### src/rtl/soc_reset_ctrl.sv
// SoC reset controller: synchronizes and debounces a reset push-button and sequences soc_reset_n.
// Optional long-press mode (short press pulses btn_short) is enabled by RESET_CTRL_LONG_PRESS_EN.
module soc_reset_ctrl #(
  parameter int DEBOUNCE_CYCLES   = 500000,
  parameter int HOLD_CYCLES       = 1024,
  parameter int LONG_PRESS_CYCLES = 100000000
) (
  input  logic       clk_clk,
  input  logic       reset_reset_n,
  input  logic       user_btn,
  output logic       soc_reset_n,
  output logic       btn_short,
  output logic [7:0] reset_count
);

  localparam int DW = $clog2(DEBOUNCE_CYCLES);
  localparam int HW = $clog2(HOLD_CYCLES);
  localparam logic [DW-1:0] DB_MAX   = DW'(DEBOUNCE_CYCLES - 1);
  localparam logic [HW-1:0] HOLD_MAX = HW'(HOLD_CYCLES - 1);

  // Counters are only wide enough for parameter values of 2 or more.
  if (DEBOUNCE_CYCLES < 2 || HOLD_CYCLES < 2 || LONG_PRESS_CYCLES < 2) begin : g_param_check
    $error("soc_reset_ctrl: cycle parameters must be >= 2");
  end

  typedef enum logic [1:0] {
    HOLD,
    RUN
`ifdef RESET_CTRL_LONG_PRESS_EN
    , PRESS
`endif
  } state_t;

  state_t          state, next_state;
  logic [1:0]      sync;
  logic            btn_sync;
  logic            btn_db;
  logic [DW-1:0]   db_cnt;
  logic [HW-1:0]   hold_cnt, hold_next;

  assign btn_sync = sync[1];

  always_ff @(posedge clk_clk or negedge reset_reset_n) begin
    if (!reset_reset_n) begin
      sync   <= 2'b11;
      btn_db <= 1'b1;
      db_cnt <= '0;
    end else begin
      sync <= {sync[0], user_btn};
      if (btn_sync == btn_db) begin
        db_cnt <= '0;
      end else if (db_cnt == DB_MAX) begin
        btn_db <= btn_sync;
        db_cnt <= '0;
      end else begin
        db_cnt <= db_cnt + 1'b1;
      end
    end
  end

`ifdef RESET_CTRL_LONG_PRESS_EN
  localparam int LW = $clog2(LONG_PRESS_CYCLES);
  localparam logic [LW-1:0] LP_MAX = LW'(LONG_PRESS_CYCLES - 1);
  logic [LW-1:0] press_cnt, press_next;
  logic          short_next;
`endif

  // RUN is only entered with btn_db high, so a low level in RUN is a fresh 1->0 edge.
  always_comb begin
    next_state = state;
    hold_next  = '0;
`ifdef RESET_CTRL_LONG_PRESS_EN
    press_next = '0;
    short_next = 1'b0;
`endif
    case (state)
      HOLD: begin
        if (btn_db) begin
          if (hold_cnt == HOLD_MAX) next_state = RUN;
          else                      hold_next  = hold_cnt + 1'b1;
        end
      end
      RUN: begin
`ifdef RESET_CTRL_LONG_PRESS_EN
        if (!btn_db) next_state = PRESS;
`else
        if (!btn_db) next_state = HOLD;
`endif
      end
`ifdef RESET_CTRL_LONG_PRESS_EN
      PRESS: begin
        if (btn_db) begin
          next_state = RUN;
          short_next = 1'b1;
        end else if (press_cnt == LP_MAX) begin
          next_state = HOLD;
        end else begin
          press_next = press_cnt + 1'b1;
        end
      end
`endif
      default: next_state = HOLD;
    endcase
  end

  always_ff @(posedge clk_clk or negedge reset_reset_n) begin
    if (!reset_reset_n) begin
      state       <= HOLD;
      hold_cnt    <= '0;
      soc_reset_n <= 1'b0;
      reset_count <= '0;
    end else begin
      state       <= next_state;
      hold_cnt    <= hold_next;
      soc_reset_n <= (next_state != HOLD);
      if (state != HOLD && next_state == HOLD && reset_count != 8'hFF)
        reset_count <= reset_count + 1'b1;
    end
  end

`ifdef RESET_CTRL_LONG_PRESS_EN
  always_ff @(posedge clk_clk or negedge reset_reset_n) begin
    if (!reset_reset_n) begin
      press_cnt <= '0;
      btn_short <= 1'b0;
    end else begin
      press_cnt <= press_next;
      btn_short <= short_next;
    end
  end
`else
  assign btn_short = 1'b0;
`endif

endmodule

### config.mk
export PLATFORM = sky130hd
export DESIGN_NAME = soc_reset_ctrl
export DESIGN_NICKNAME = d
export VERILOG_FILES = /design/src/rtl/soc_reset_ctrl.sv
export SDC_FILE = /design/constraint.sdc
export NUM_CORES = 1
export LEC_CHECK = 0
export CAP_MARGIN = 10
export CORE_MARGIN = 4
export CORE_UTILIZATION = 30
export CTS_CLUSTER_SIZE = 8
export DETAILED_ROUTE_END_ITERATION = 6
export GPL_TIMING_DRIVEN = 0
export HOLD_SLACK_MARGIN = 0.05
export PLACE_DENSITY_LB_ADDON = 0.05
export SLEW_MARGIN = 30
export SYNTH_ARGS = -nofsm -noshare
export SYNTH_HDL_FRONTEND = slang
export SYNTH_SLANG_ARGS = --single-unit
### constraint.sdc
create_clock -name clk_clk -period 2.3 [get_ports clk_clk]
set_input_delay 0.345 -clock clk_clk [delete_from_list [all_inputs] [get_ports clk_clk]]
set_output_delay 0.345 -clock clk_clk [all_outputs]
set_load 0.02 [all_outputs]
=== Word-level counts from Yosys, hierarchy flattened ===
Cells that the tools add are included.

* Register bits after elaboration: 43
* Latch bits: 0
* Input bits: 3
* Output and inout bits: 10
* Logic and storage cells: 32
* Bits in writable memories: 0
* Memory bits (read-only): 0
* Memories: 0

* Shift-type cells: 0
* Multiplexer cells: 9
* Equality and inequality tests: 5
* Bitwise gates (word level): 1
* Magnitude comparators: 0
* Reductions and logical operators: 7
* Div/mod/pow operators: 0
* Add/subtract/negate cells: 3
* Multipliers: 0

{| class="wikitable"
|+ Operator list
! kind !! number
|-
| $mux 19 || 2
|-
| $mux 10 || 3
|-
| $add 19x1->19 const B || 1
|-
| $eq 19x19->1 const B || 1
|-
| $add 10x1->10 const B || 1
|-
| $eq 10x10->1 const B || 1
|-
| $add 8x1->8 const B || 1
|-
| $ne 8x8->1 const B || 1
|-
| $mux 2 || 3
|-
| $logic_not 2->1 || 2
|-
| $pmux 2 s2 || 1
|-
| $reduce_bool 2->1 || 2
|-
| $eq 2x1->1 const B || 1
|-
| $logic_and 1x1->1 || 2
|-
| $reduce_and 2->1 || 1
|-
| $eq 1x1->1 || 1
|-
| $not 1->1 || 1
|}

=== Longest topological paths before layout ===
* Depth in word-level cells: 7
* Depth in mapped cells: 6

=== Worst setup path before layout ===
OpenSTA, ideal clock, no wires.

* Kind: register -> register
* From: register reset_count[0]
* To: register reset_count[1]
* Library setup time: 0.125 ns
* Clock period less this slack: 1.601 ns
* Data required time: 2.175 ns
* Slack: 0.699 ns
* Arrival: 1.477 ns
* Path buffers: 0
* Stages on the path, launching flop included: 5
* Cell sequence: dfrtp_1 > ha_1 > nand3_1 > o22ai_2 > mux2_2

* Longest elaborated chain between the ends: 2

{| class="wikitable"
|+ RTL lines
! element !! RTL line !! RTL
|-
| start: declaration || 13 || <nowiki>output logic [7:0] reset_count</nowiki>
|-
| start signal: assignment || 117 || <nowiki>reset_count <= reset_count + 1'b1;</nowiki>
|-
| branches (longest 2 deep; another with $add 8x1->8) || - ||
|}

Several ways; the timed one is not identified.
A chain may end at the register's enable or synchronous reset.

=== Worst setup path in the final report ===
* From: register db_cnt[0]
* To: register db_cnt[12]

* Longest elaborated chain between the ends: 3

{| class="wikitable"
|+ RTL lines
! element !! RTL line !! RTL
|-
| start: declaration || 38 || <nowiki>logic [DW-1:0] db_cnt;</nowiki>
|-
| start signal: assignment || 56 || <nowiki>db_cnt <= db_cnt + 1'b1;</nowiki>
|-
| $add 19x1->19 or $eq 19x19->1 (tied branches) || 56, 52 ||
|-
| $mux 19 * || 52 || <nowiki>end else if (db_cnt == DB_MAX) begin</nowiki>
|-
| $mux 19 * || 50 || <nowiki>if (btn_sync == btn_db) begin</nowiki>
|}

Every way passes the cells marked *; elsewhere a longest branch is shown, timed or not.

==> flow_summary_export.csv <==
group,metric,value,unit
final_layout,areaGrowthSynthToFinish,15.8,%
yosys,synth_seq_area_share,0.531,
timing,finalSetupViolCount,0,
run_status,outcome,"finished clean",
placement,io_buffers,11,
placement,place_hpwl,2650,um
clock_tree,tritoncts,"built",
global_route,use_met2,0.151,
global_route,grt_pass1_wl,6840,um
hold_path,hold_class,"reg -> reg",
timing,hold_violations,0,
critical_path,path_max_fanout,10,
global_route,first_global_vias,1403,
final_layout,num-fill-cells,632,
power,p_int,0.00126,W
placement,pre_cts_ws,446,ps
critical_path,cp_top_family,"simple AND/OR/NAND/NOR gates",
power,p_clk_frac,0.305,
floorplanning,dieWidth,90.3,um
yosys,ys_warn_count,0,
power,power_density,758,nW/um2
final_layout,finalNetCount,219,
flow_run,drv_cap,0,
critical_path,path_depth,6,
routing,drc,0,
final_layout,finalCoreUtilization,0.364,
clock_tree,cts.reportedPaths.clkPinSlew,80,ps
timing,fmax,534,MHz
timing,slew_viol_final,0,
routing,wl_per_cell,13.2,um
placement,gp_congestion,0.774,
global_route,gr-total-overflow,0,
yosys,synth_compound_area_frac,0.0333,
yosys,synth_edf_count,0,
routing,wl,3850,um
yosys,syn_area,2030,um2
yosys,avgSynthCellArea,10.5,um2
yosys,syn-instance-count,193,
yosys,yosys.area_share.simple,0.251,
timing,post-route-period-util,0.814,
floorplanning,dieArea,8150,um2
clock_tree,cts_sinks,43,
yosys,ys_async_sr_fraction,1.00,
timing,rsz0062_at_grt,"no",
floorplanning,io_pins,13,
timing,finClkSkew,13.1,ps
power,vdd_drop_max,0.207,mV
global_route,track_usage,0.103,
global_route,use_met1,0.144,
critical_path,crit_arrival,2060,ps
yosys,synth_fa_ha_area_frac,0.0185,
power,p_sw_frac,0.294,
final_layout,drive_above_1_share,0.107,
critical_path,rr_startpoint,"db_cnt[0]$_DFF_PN0_",
timing,tightest_slew,554,ps
final_layout,postLayoutCellArea,2350,um2
hold_path,hp-start,"sync[0]$_DFF_PN1_",
critical_path,worst_setup_path_start_kind,"flop",
timing,setup_slack,427,ps
routing,via_per_inst,4.92,
yosys,synth_top_family_by_area,"simple AND/OR/NAND/NOR gates",
yosys,synth_xor_area_frac,0.129,
global_route,grt_max_degree,44,
yosys,muxShareOfSynthArea,0.0111,
global_route,antenna_found_initial,0,
final_layout,diodes,0,
clock_tree,clockBufferDepth,2,
clock_tree,post-cts-setup-buffer-count,0,
critical_path,end_kind,"flop",
clock_tree,cts_made_buffers,5,
floorplanning,placementRows,29,
clock_tree,cts_root_buf,"clkbuf_8",
timing,min_period,1870,ps
critical_path,crit_path_start,"db_cnt[0]$_DFF_PN0_",
power,seqPwrFrac,0.508,
power,switching_power,0.000524,W
yosys,ys_ff_latch,43,
routing,num_vias,1433,
power,p_leak,0.976,nW
critical_path,rr_worst_depth,6,
routing,ant_nets,0,
floorplanning,die_y,90.3,um
timing,relSlewSlack,0.631,
yosys,synthFlopType,"dfrtp_1",
routing,drt_iter0_markers,68,
critical_path,critPathKind,"reg -> reg",
global_route,grt_use_met3,0.0308,
clock_tree,clock_latency,300,ps
critical_path,cp_cell_sequence,"ha_1, and4_1, nand4_1, o21ai_4, buf_6, nor2_1",
critical_path,slowest_delay,390,ps
yosys,synth.distinct_cells,38,
critical_path,slowest_stage,"dfrtp_1",
critical_path,critPathBufInv,1,
power,p_comb_frac,0.187,
final_layout,final_cell_mix,"dfrtp_1, nor2_1, xnor2_1, xor2_1",
timing,setup_tns,0,ps
floorplanning,start_util,0.315,
global_route,busiest_layer,"met2",
final_layout,layout_commonest_cell,"dfrtp_1",
hold_path,whs_path_depth,0,
clock_tree,htree_levels,2,
floorplanning,core-area,6460,um2
power,power.total,0.00178,W
placement,place_area,2240,um2
routing,drtPass1Iterations,4,
critical_path,required,2490,ps
-- stage by stage --
step	hold slack, ps	instances
2_1_floorplan	49.4	194
3_3_place_gp	346	282
3_5_place_dp	350	282
4_1_cts	362	291
5_1_grt	368	291
6_report	359	291
-- cell type report --
class	count	area, um2	share of cell area
plain buffers	5	32.5	0.0138
clock buffers	7	96.3	0.0409
clock inverters	1	7.51	0.00319
inverters	4	15.0	0.00638
multi-input cells	142	908	0.386
flip-flops and latches	43	1080	0.459
well taps	77	96.3	0.0409
repair buffers	12	118	0.0500
-- sequential cells by signal, summed over array words and instances (netlist names) --
| name | cells |
|---|---|
| reset_count | 8 |
| state | 2 |
| soc_reset_n | 1 |
| sync | 2 |
| hold_cnt | 10 |
| db_cnt | 19 |
| btn_db | 1 |
-- repair_timing --
item | in CTS | in global routing
resized for setup | 0 | 0
hold endpoints to repair | 12 | 0
hold buffers | 1 | 0
-- per-layer routing --
layer,up-vias,part of all wire
met2,27,0.43
met3,6,0.046
li1,705,-
met1,695,0.51
met4,0,0.016
met5,-,0
-- power groups by stage --
stage,clock [W],sequential [W],combinational [W]
final,0.000543,0.000906,0.000334
after CTS,0.000566,0.000907,0.000340
after global routing,0.000586,0.000919,0.000367
after floorplan,0,0.000979,0.000112
after detailed placement,0,0.000922,0.000338
after global placement,0,0.000917,0.000339
-- worst paths after layout --
path / slack, ps / to
max: 430 / db_cnt[12]$_DFF_PN0_
min: 360 / sync[1]$_DFF_PN1_
max reg2reg: 430 / db_cnt[12]$_DFF_PN0_
min reg2reg: 360 / sync[1]$_DFF_PN1_
max in group asynchronous: 1330 / sync[0]$_DFF_PN1_
min in group asynchronous: 570 / reset_count[3]$_DFFE_PN0P_
-- synthesized netlist by cell type (all sizes together), types with 2 or more instances --
library cell / n / area, um2
dfrtp: 40 / 1000
nand2: 11 / 41.3
inv: 4 / 15.0
nand2b: 2 / 12.5
nor2: 33 / 124
dfstp: 3 / 78.8
nor4: 5 / 31.3
a21oi: 2 / 10.0
and4: 6 / 55.1
nand3: 11 / 55.1
nand4: 10 / 68.8
xnor2: 15 / 131
or4: 2 / 18.8
ha: 3 / 37.5
o21ai: 2 / 21.3
xor2: 15 / 131
nor3: 8 / 40.0
buf: 4 / 28.8
and3: 3 / 18.8
mux2: 2 / 22.5
-- kinds of logic after synthesis --
logic type      count (synthesis)
compound gates                  8
flops                          43
buf+inv                         9
mux                             2
simple gates                   97
xor+xnor                       30
other cells                     1
fa+ha+maj                       3
Note: power is estimated with default switching activity, not from simulation.
